### src/rtl/opl3_write_pacer.sv
// Paced write queue in front of the opl3 register interface: buffers CPU port writes and
// replays them with OPL register-write spacing. Optional macro: OPL3_WRQ_HIGHWATER_EN.
module opl3_write_pacer #(
    parameter int DEPTH       = 16,
    parameter int ADDR_GAP_US = 4,
    parameter int DATA_GAP_US = 23
) (
    input  logic                    clk,
    input  logic                    rst_n,
    input  logic                    ce_1us,
    input  logic [1:0]              cpu_addr,
    input  logic [7:0]              cpu_din,
    input  logic                    cpu_we,
    output logic [1:0]              opl_addr,
    output logic [7:0]              opl_din,
    output logic                    opl_we,
    output logic [$clog2(DEPTH):0]  fifo_level,
    output logic                    idle,
    output logic                    overflow,
    input  logic                    ovf_clr,
    output logic [$clog2(DEPTH):0]  high_water
);

    localparam int AW      = $clog2(DEPTH);
    localparam int LW      = AW + 1;
    localparam int GAP_MAX = (DATA_GAP_US > ADDR_GAP_US) ? DATA_GAP_US : ADDR_GAP_US;
    localparam int CW      = (GAP_MAX < 1) ? 1 : $clog2(GAP_MAX + 1);
    localparam logic [LW-1:0] FULL_LVL = LW'(DEPTH);

    typedef enum logic [1:0] {S_IDLE, S_STROBE, S_HOLD} state_e;

    logic          we_q, push_q, push_q_d;
    logic [9:0]    push_data_q, push_data_d;
    logic [9:0]    mem [DEPTH];
    logic [AW-1:0] wr_ptr_q, wr_ptr_d, rd_ptr_q, rd_ptr_d;
    logic [LW-1:0] level_q, level_d;
    state_e        state_q, state_d;
    logic [CW-1:0] cnt_q, cnt_d;
    logic [1:0]    opl_addr_q, opl_addr_d;
    logic [7:0]    opl_din_q, opl_din_d;
    logic          opl_we_q, opl_we_d;
    logic          overflow_q, overflow_d;
    logic          write, pop, push_ok;

    always_comb begin
        // NOTE: every signal assigned here gets a default first, so no path can infer a latch.
        write       = ~we_q & cpu_we;
        push_q_d    = write;
        push_data_d = write ? {cpu_addr, cpu_din} : push_data_q;
        pop         = (state_q == S_IDLE) && (level_q != '0);
        // A full queue still accepts the push when the head leaves in the same cycle.
        push_ok     = push_q && ((level_q != FULL_LVL) || pop);

        wr_ptr_d = push_ok ? wr_ptr_q + AW'(1) : wr_ptr_q;
        rd_ptr_d = pop ? rd_ptr_q + AW'(1) : rd_ptr_q;
        level_d  = level_q;
        case ({push_ok, pop})
            2'b10:   level_d = level_q + LW'(1);
            2'b01:   level_d = level_q - LW'(1);
            default: level_d = level_q;
        endcase

        overflow_d = overflow_q;
        if (ovf_clr)            overflow_d = 1'b0;
        if (push_q && !push_ok) overflow_d = 1'b1;

        state_d    = state_q;
        cnt_d      = cnt_q;
        opl_we_d   = 1'b0;
        opl_addr_d = opl_addr_q;
        opl_din_d  = opl_din_q;
        unique case (state_q)
            S_IDLE: begin
                if (pop) begin
                    {opl_addr_d, opl_din_d} = mem[rd_ptr_q];
                    opl_we_d = 1'b1;
                    state_d  = S_STROBE;
                end
            end
            S_STROBE: begin
                cnt_d   = opl_addr_q[0] ? CW'(DATA_GAP_US) : CW'(ADDR_GAP_US);
                state_d = S_HOLD;
            end
            S_HOLD: begin
                if (cnt_q == '0)  state_d = S_IDLE;
                else if (ce_1us)  cnt_d   = cnt_q - CW'(1);
            end
            default: state_d = S_IDLE;
        endcase
    end

    // NOTE: the queue storage has no reset; the pointers and level define which entries are valid.
    always_ff @(posedge clk) begin
        if (push_ok) mem[wr_ptr_q] <= push_data_q;
    end

    // NOTE: state is updated only with non-blocking assignments so all flops see pre-edge values.
    always_ff @(posedge clk or negedge rst_n) begin
        if (!rst_n) begin
            we_q        <= 1'b0;
            push_q      <= 1'b0;
            push_data_q <= '0;
            wr_ptr_q    <= '0;
            rd_ptr_q    <= '0;
            level_q     <= '0;
            state_q     <= S_IDLE;
            cnt_q       <= '0;
            opl_addr_q  <= '0;
            opl_din_q   <= '0;
            opl_we_q    <= 1'b0;
            overflow_q  <= 1'b0;
        end else begin
            we_q        <= cpu_we;
            push_q      <= push_q_d;
            push_data_q <= push_data_d;
            wr_ptr_q    <= wr_ptr_d;
            rd_ptr_q    <= rd_ptr_d;
            level_q     <= level_d;
            state_q     <= state_d;
            cnt_q       <= cnt_d;
            opl_addr_q  <= opl_addr_d;
            opl_din_q   <= opl_din_d;
            opl_we_q    <= opl_we_d;
            overflow_q  <= overflow_d;
        end
    end

`ifdef OPL3_WRQ_HIGHWATER_EN
    logic [LW-1:0] hw_q, hw_d;

    always_comb begin
        hw_d = hw_q;
        if (ovf_clr)              hw_d = level_q;
        else if (level_q > hw_q)  hw_d = level_q;
    end

    always_ff @(posedge clk or negedge rst_n) begin
        if (!rst_n) hw_q <= '0;
        else        hw_q <= hw_d;
    end

    assign high_water = hw_q;
`else
    assign high_water = '0;
`endif

    assign opl_addr   = opl_addr_q;
    assign opl_din    = opl_din_q;
    assign opl_we     = opl_we_q;
    assign fifo_level = level_q;
    assign overflow   = overflow_q;
    assign idle       = (level_q == '0) && (state_q == S_IDLE) && !push_q;

endmodule

### config.mk
export PLATFORM = sky130hd
export DESIGN_NAME = opl3_write_pacer
export DESIGN_NICKNAME = d
export VERILOG_FILES = /design/src/rtl/opl3_write_pacer.sv
export SDC_FILE = /design/constraint.sdc
export NUM_CORES = 1
export LEC_CHECK = 0
export ABC_CLOCK_PERIOD_IN_PS = 2680
export BUFFER_PORTS_ARGS = -buffer_cell sky130_fd_sc_hd__clkbuf_2
export CAP_MARGIN = 20
export CORE_ASPECT_RATIO = 1.5
export CORE_MARGIN = 5
export CORE_UTILIZATION = 53
export CTS_CLUSTER_DIAMETER = 150
export DETAILED_ROUTE_END_ITERATION = 16
export PLACE_DENSITY = 0.7
export SKIP_LAST_GASP = 1
export SLEW_MARGIN = 20
export SYNTH_ARGS = -nofsm -noshare
export SYNTH_HDL_FRONTEND = slang
export SYNTH_SLANG_ARGS = --single-unit
### constraint.sdc
create_clock -name clk -period 2.68 [get_ports clk]
set_input_delay 0.134 -clock clk [delete_from_list [all_inputs] [get_ports clk]]
set_output_delay 0.134 -clock clk [all_outputs]
set_load 0.05 [all_outputs]
==> parameters.txt, run 1 <==
Parameter                              Value

Critical path
  Kind of cell adding the most delay to the critical path    compound AO/OA/AOI/OAI gates
  Data required time at the worst endpoint    3060 ps
  Critical setup path kind    register to register
  Crit path max fanout    4
  Cell mode on critical path    sky130_fd_sc_hd__ha_2
  Chain of cells forming the critical path    nor4_4 > buf_4 > a31oi_4 > inv_2 > ha_2 > xor2_1 > ha_2 > a21o_1 > a22oi_2 > o211a_1 > a2111oi_4
  Arrival time of the worst setup path    2890 ps
  Category of the worst setup path launch point    register
  CP endpoint kind    register
  CP Buf/Inv Count    2
  Critical Path Slowest Stage Cell    sky130_fd_sc_hd__dfrtp_2
  Delay of the slowest cell on the worst path    430 ps

Power and ir drop
  Static leakage    approximately 3.5 nW
  Sequential cell fraction of total power    41.0%
  Fraction of power spent switching nets    approximately 33%
  Maximum vdd drop    0.000753 V
  Power Density    roughly 1100 mW/mm^2
  Cell internal pwr    7.14 mW
  Power share of the clock group    26.7%
  Gate power share    32.4%
  Net switching power of the design    3.48 mW

Place
  Port Buffer Count    32
  DP Wirelength    10,200 um
  Weighted congestion reported at the end of routability-driven placement    about 0.8
  Total cell area at the placement stage    0.00874 mm^2
  Placed cell count    682
  Worst setup slack before clock tree synthesis    -78.0 ps

STA
  Max Clock Freq    0.397 GHz
  Final critical delay including setup and external delays    ~2500 ps
  Transition at the pin with the smallest max-transition slack    between 700 and 800 ps
  Pins Over Slew Limit    0
  Final clock period utilization by the worst path    between 90 and 100%
  Final count of hold timing violations    0
  Relative slew slack    just under 50%
  Setup violation total in the final timing report    0
  Clock Skew    around 14 ps
  Fin worst setup slack    164 ps

Synthesis
  Biggest area consumer among synthesized cells    sky130_fd_sc_hd__edfxtp_1
  Fraction of synthesis flops using an asynchronous set or reset pin    21.6%
  Primary flip-flop cell chosen by synthesis mapping    sky130_fd_sc_hd__edfxtp_1
  Number of distinct library cells after synthesis    45
  Post-synthesis sequential area ratio    a little under three quarters
  Area of the mapped netlist    between 0.008 and 0.009 mm^2
  Share of Yosys cell area claimed by the top area cell type    just under 60%
  Gate count of the mapped netlist    about 450
  Number of register bits inferred by synthesis    204
  Number of enable flip-flop cells after synthesis    between 150 and 200
  Average cell area after synthesis    about 18 um^2
  Yosys warns    0
  Biggest area contributors in the synthesized netlist    sky130_fd_sc_hd__edfxtp_1 (58%), sky130_fd_sc_hd__dfrtp_1 (13%), sky130_fd_sc_hd__mux4_2 (10%)

Drt
  Length of routed met3 wiring    588 um
  Drt wl/cell    roughly 21 um
  Metal-1 WL    6080 um
  Routed vias/inst    5.68
  Count of unresolved DRC violations after routing    0
  Pre-antenna DRT Iters    6
  Detailed-routed wire length on met2    a little under 9000 um
  Detailed router's first-iteration violation count    around 380
  Total wire length    between 15,000 and 20,000 um
  Count of nets left with antenna violations after detail routing    0
  Highest signal layer in the routed design    met4
  Number of vias in the routed layout    4,190

Global routing
  Global-route wire length before repair    roughly 25,000 um
  Antenna violations before repair    0
  Total global routing track utilization    between 15 and 20%
  Global route total overflow    0
  Pin count of the biggest net entering global routing    37
  Via count of the first global-routing pass    between 4,000 and 5,000

Floorplan
  Boundary pin count    38
  Die H    about 160 um
  Core region area    roughly 0.015 mm^2
  Horizontal extent of the die    around 110 um
  Standard-cell row count    between 50 and 60
  DIE AREA    0.0182 mm^2
  Effective utilization at floorplan    54.2%

Run status
  Run status    finished clean

Run
  Max cap viols    0

Min path
  Worst hold-check path type    input pin to register

Finish
  Filler-free cell count of the finished design    between 700 and 800
  Multi-input logic area    around 0.0022 mm^2
  Area added between synthesis and finish    16.9%
  Finished layout cell area    between 0.009 and 0.01 mm^2
  Count of antenna diodes in the layout    0
  Core occupancy in the finished layout    between 60% and 70%
  Fillers    1,039
  Layout cells sized above 1    a little under a third
  Final Net Count    between 500 and 600
  Storage element area    a little under 0.006 mm^2

Clock network
  Num CTS Buffers    19
  Clock insertion delay at the later pin of the skew report    just under 500 ps
  Largest buffer count on any clock path    3
  CTS tree    yes
  Clk root buf    sky130_fd_sc_hd__clkbuf_16
  H-tree level count    1
  Clock transition at the registers of the reported paths    approximately 70 ps
  Sinks on Clock Net    slightly above 200
==> state kept, by name (all words and copies together) (netlist names), 2 cells and up <==
register / count
mem: 160
push_data_q: 10
opl_din: 8
cnt_q: 5
fifo_level: 5
rd_ptr_q: 4
wr_ptr_q: 4
opl_addr: 2
state_q: 2
==> through the flow <==
step | TNS, ps | total power, mW | hold WS (ps)
5_1_grt | -0.315 | 11.2 | 66.6
3_5_place_dp | -78.0 | 7.71 | 246
2_1_floorplan | -72.6 | 6.95 | -162
4_1_cts | 0 | 10.6 | 2.69
6_report | 0 | 10.6 | 32.7
3_3_place_gp | 0 | 7.57 | 237
==> area by class of cell <==
class,instances,area share (%)
timing repair buffer,79,6.05
clock inverter,15,1.95
inverter,12,0.468
clock buffer,19,4.94
multi-input combinational,210,22.6
tap,199,2.59
sequential,204,61.4
==> routing by layer <==
layer	GRT usage, %	vias up
met4	4.15	0
met2	33.5	88
met1	21.9	2189
met5	0	-
met3	2.45	12
li1	-	1901
==> logic make-up after synthesis <==
family / count (synthesis) / share of synthesized area, %
xor gates and xnor gates: 13 / 1.38
AOI/OAI and AO/OA: 49 / 4.43
adders and majority gates: 10 / 1.52
DFF: 204 / 71.7
buffers and inverters: 39 / 2.75
and+or+nand+nor: 72 / 4.46
other: 1 / 0.0455
muxes: 61 / 13.7
==> cells in the mapped netlist (all sizes together), types with 2 or more instances <==
cell type  instances
mux2              11
a22oi              2
nor3              10
edfxtp           160
nor2              18
inv               12
nor2b             14
nand2             14
a211o              9
buf               21
nand2b             5
a21oi             11
xor2               6
nand4              5
clkbuf             6
a22o               9
mux2i             10
xnor2              7
dfrtp             44
o21ai              4
ha                10
mux4              40
a21o               4
a211oi             2
==> what timing repair did <==
item	in CTS	in global routing
hold endpoints to repair	40	0
pin swaps	1	6
gates cloned	0	0
setup endpoints to repair	1	1
buffers inserted	3	6
resized for setup	1	5
hold buffers	13	0
==> worst register-to-register path, stage by stage, from the launching register on <==
cell                        delay (ps)
sky130_fd_sc_hd__dfrtp_2           430
sky130_fd_sc_hd__nor4_4            350
sky130_fd_sc_hd__buf_4             190
sky130_fd_sc_hd__a31oi_4           100
sky130_fd_sc_hd__inv_2              80
sky130_fd_sc_hd__ha_2              180
sky130_fd_sc_hd__xor2_1            170
sky130_fd_sc_hd__ha_2              250
sky130_fd_sc_hd__a21o_1            150
sky130_fd_sc_hd__a22oi_2            80
sky130_fd_sc_hd__o211a_1           260
sky130_fd_sc_hd__a2111oi_4         180
==> cells in the final DEF (no fill, tap or decap), types with 3 or more instances in the layout <==
| cell | n |
|---|---|
| sky130_fd_sc_hd__clkinv_2 | 7 |
| sky130_fd_sc_hd__nor3_1 | 10 |
| sky130_fd_sc_hd__nand4_1 | 5 |
| sky130_fd_sc_hd__bufinv_16 | 4 |
| sky130_fd_sc_hd__o21ai_0 | 4 |
| sky130_fd_sc_hd__mux2_2 | 11 |
| sky130_fd_sc_hd__clkbuf_2 | 32 |
| sky130_fd_sc_hd__dlygate4sd3_1 | 13 |
| sky130_fd_sc_hd__conb_1 | 5 |
| sky130_fd_sc_hd__dfrtp_1 | 39 |
| sky130_fd_sc_hd__xnor2_1 | 7 |
| sky130_fd_sc_hd__mux2i_1 | 10 |
| sky130_fd_sc_hd__a22o_1 | 9 |
| sky130_fd_sc_hd__nand2_1 | 14 |
| sky130_fd_sc_hd__nand2b_1 | 5 |
| sky130_fd_sc_hd__mux4_2 | 38 |
| sky130_fd_sc_hd__ha_1 | 8 |
| sky130_fd_sc_hd__nor2_1 | 18 |
| sky130_fd_sc_hd__xor2_1 | 6 |
| sky130_fd_sc_hd__a211o_1 | 9 |
| sky130_fd_sc_hd__a21oi_1 | 11 |
| sky130_fd_sc_hd__clkbuf_16 | 19 |
| sky130_fd_sc_hd__inv_1 | 10 |
| sky130_fd_sc_hd__edfxtp_1 | 160 |
| sky130_fd_sc_hd__buf_12 | 3 |
| sky130_fd_sc_hd__dfrtp_2 | 5 |
| sky130_fd_sc_hd__nor2b_1 | 14 |
| sky130_fd_sc_hd__a21o_1 | 4 |
| sky130_fd_sc_hd__buf_4 | 31 |
==> power by group through the flow <==
stage	clock network, mW	registers, mW	logic (mW)
after floorplan	0	4.61	2.33
after global placement	0	4.39	3.18
after detailed placement	0	4.44	3.26
after CTS	2.88	4.37	3.34
after global routing	3.02	4.41	3.75
final	2.83	4.35	3.44
==> path summary, 6_finish.rpt <==
path	startpoint	end	slack (ps)	depth (start not counted)
min in group asynchronous	rst_n	fifo_level[0]	260	2
max	fifo_level[0]	fifo_level[4]	160	11
max in group asynchronous	rst_n	wr_ptr_q[0]	1690	3
min reg2reg	cnt_q[4]	cnt_q[4]	500	1
min	ce_1us	cnt_q[3]	30	4
max reg2reg	fifo_level[0]	fifo_level[4]	160	11
(Power assumes the default switching activity.)
==> run 2, diff against run 1 <==
- CORE_MARGIN: 5 -> 3
- CORE_UTILIZATION: 53 -> 55
- PLACE_DENSITY: 0.7 -> 0.72
==> parameters.txt, run 2 (synthesis gave the netlist of run 1 again) <==
Parameter                              Value

Run status
  Run status    finished clean

Global routing
  Antenna violations before repair    0
  Global route total overflow    0
  Via count of the first global-routing pass    about 4,500
  Global-route wire length before repair    ~25,000 um
  Pin count of the biggest net entering global routing    44
  Total global routing track utilization    roughly 20%

STA
  Transition at the pin with the smallest max-transition slack    just under 800 ps
  Relative slew slack    48.3%
  Final clock period utilization by the worst path    95.1%
  Final count of hold timing violations    0
  Unrepaired setup endpoints after global routing    false
  Setup violation total in the final timing report    0
  Max Clock Freq    between 0.3 and 0.4 GHz
  Total negative setup slack    0 ps
  Final critical delay including setup and external delays    approximately 2500 ps
  Pins Over Slew Limit    0
  Clock Skew    9.68 ps
  Fin worst setup slack    between 100 and 150 ps

Clock network
  Largest buffer count on any clock path    3
  Num CTS Buffers    19
  Clk root buf    sky130_fd_sc_hd__clkbuf_16
  CTS tree    yes
  Sinks on Clock Net    roughly 200
  Clock insertion delay at the later pin of the skew report    ~480 ps
  H-tree level count    1
  Clock transition at the registers of the reported paths    ~60 ps

Power and ir drop
  Static leakage    between 3 and 4 nW
  Maximum vdd drop    between 0.0006 and 0.0007 V
  Power Density    1060 mW/mm^2
  Total Power    10.0 mW

Critical path
  Critical setup path kind    register to register
  Arrival time of the worst setup path    between 2000 and 3000 ps
  Category of the worst setup path launch point    register
  Capture point of the worst reg-to-reg path    fifo_level[4]
  Crit path max fanout    5
  Register-to-register setup slack    about 130 ps
  Data required time at the worst endpoint    3050 ps
  CP endpoint kind    register
  Worst reg2reg startpoint    fifo_level[2]
  Worst Reg2Reg Path Length in Cells    11

Run
  Max cap viols    0

Min path
  Startpoint of the most critical hold path    ce_1us
  Min-Delay Path Depth    4
  Worst hold-check path type    input pin to register
  Min-Delay Endpoint    cnt_q[3]

Floorplan
  Core region area    between 0.01 and 0.015 mm^2
  Standard-cell row count    54
  Die H    around 160 um
  Horizontal extent of the die    106 um
  Boundary pin count    38
  DIE AREA    0.0165 mm^2
  Effective utilization at floorplan    between 50 and 60%

Finish
  Area added between synthesis and finish    14.3%
  Layout cells sized above 1    about 27%
  Count of antenna diodes in the layout    0
  Number of flip-flops in the largest register    160
  Final Net Count    ~550
  Commonest cells after routing, fill and taps aside    sky130_fd_sc_hd__edfxtp_1 (160), sky130_fd_sc_hd__dfrtp_1 (39), sky130_fd_sc_hd__mux4_2 (38)
  Most frequent standard cell in the layout excluding fill and tap cells    sky130_fd_sc_hd__edfxtp_1
  Finished layout cell area    0.00942 mm^2
  Filler-free cell count of the finished design    728
  Largest register by flop count    mem

Place
  Worst setup slack before clock tree synthesis    103 ps
  Total cell area at the placement stage    around 0.0087 mm^2
  Weighted congestion reported at the end of routability-driven placement    around 0.80
  Placed cell count    roughly 680
  DP Wirelength    10,200 um
  Port Buffer Count    32

Drt
  Number of vias in the routed layout    between 4,000 and 5,000
  Total wire length    between 15,000 and 20,000 um
  Routed vias/inst    slightly below 6
  Count of unresolved DRC violations after routing    0
  Drt wl/cell    about 22 um
  Detailed router's first-iteration violation count    about 290
  Count of nets left with antenna violations after detail routing    0
  Pre-antenna DRT Iters    4
==> run 2: cell types whose count changed in the layout (fill, tap and decap cells not counted), sizes merged <==
cell	delta
buf	-6
clkbuf	+6
bufinv	-4
clkinvlp	-2
inv	-1
==> run 2: layout make-up <==
type,count,area (um^2)
flip-flops and latches,204,5910
fillers,1026,5170
multi-input cells,210,2160
repair buffers,73,526
clock buffers,25,498
well taps,196,245
inverters,12,45.0
clock inverters,8,38.8
==> run 2: per-layer routing <==
metal / global-route usage (%) / part of all wire [%] / up-vias
li1: - / - / 1898
met1: 24.2 / 37 / 2159
met2: 36.9 / 56 / 106
met3: 2.65 / 4.4 / 34
met4: 6.36 / 2.3 / 0
met5: 0 / 0 / -
==> run 2: through the flow <==
step	hold WS [ps]	util (%)
3_3_place_gp	113	59.7
4_1_cts	39.3	64.3
3_5_place_dp	127	59.7
2_1_floorplan	-162	-
6_report	58.3	64.6
5_1_grt	67.0	64.6
==> run 2: critical path: stages, from the launching register on <==
cell	delay (ps)
sky130_fd_sc_hd__dfrtp_2	450
sky130_fd_sc_hd__nor4_4	370
sky130_fd_sc_hd__buf_4	180
sky130_fd_sc_hd__a31oi_4	80
sky130_fd_sc_hd__inv_1	90
sky130_fd_sc_hd__ha_2	190
sky130_fd_sc_hd__xor2_1	160
sky130_fd_sc_hd__ha_2	230
sky130_fd_sc_hd__a21o_1	130
sky130_fd_sc_hd__a22oi_2	80
sky130_fd_sc_hd__o211a_1	220
sky130_fd_sc_hd__a2111oi_2	260
==> run 2: worst max path at each step <==
stage | start | endpoint | slack [ps] | depth (start not counted)
6_report | fifo_level[2] | fifo_level[4] | 130 | 11
5_1_grt | fifo_level[2] | fifo_level[4] | 10 | 11
4_1_cts | fifo_level[3] | fifo_level[4] | 70 | 10
3_5_place_dp | fifo_level[3] | fifo_level[4] | 100 | 10
3_3_place_gp | fifo_level[3] | fifo_level[4] | 120 | 10
2_1_floorplan | fifo_level[3] | fifo_level[4] | -70 | 11
==> run 2: power by group <==
part	total (mW)	internal, mW	switching [mW]
logic	3.33	1.46	1.87
registers	4.33	3.90	0.429
clock network	2.37	1.31	1.06
total	10.0	6.67	3.36
==> run 2: timing repair <==
| action | in CTS | in global routing |
|---|---|---|
| hold endpoints to repair | 29 | 0 |
| gates resized for setup | 0 | 2 |
| hold buffers | 13 | 0 |
| setup endpoints to repair | 0 | 1 |
| setup buffers | 0 | 4 |
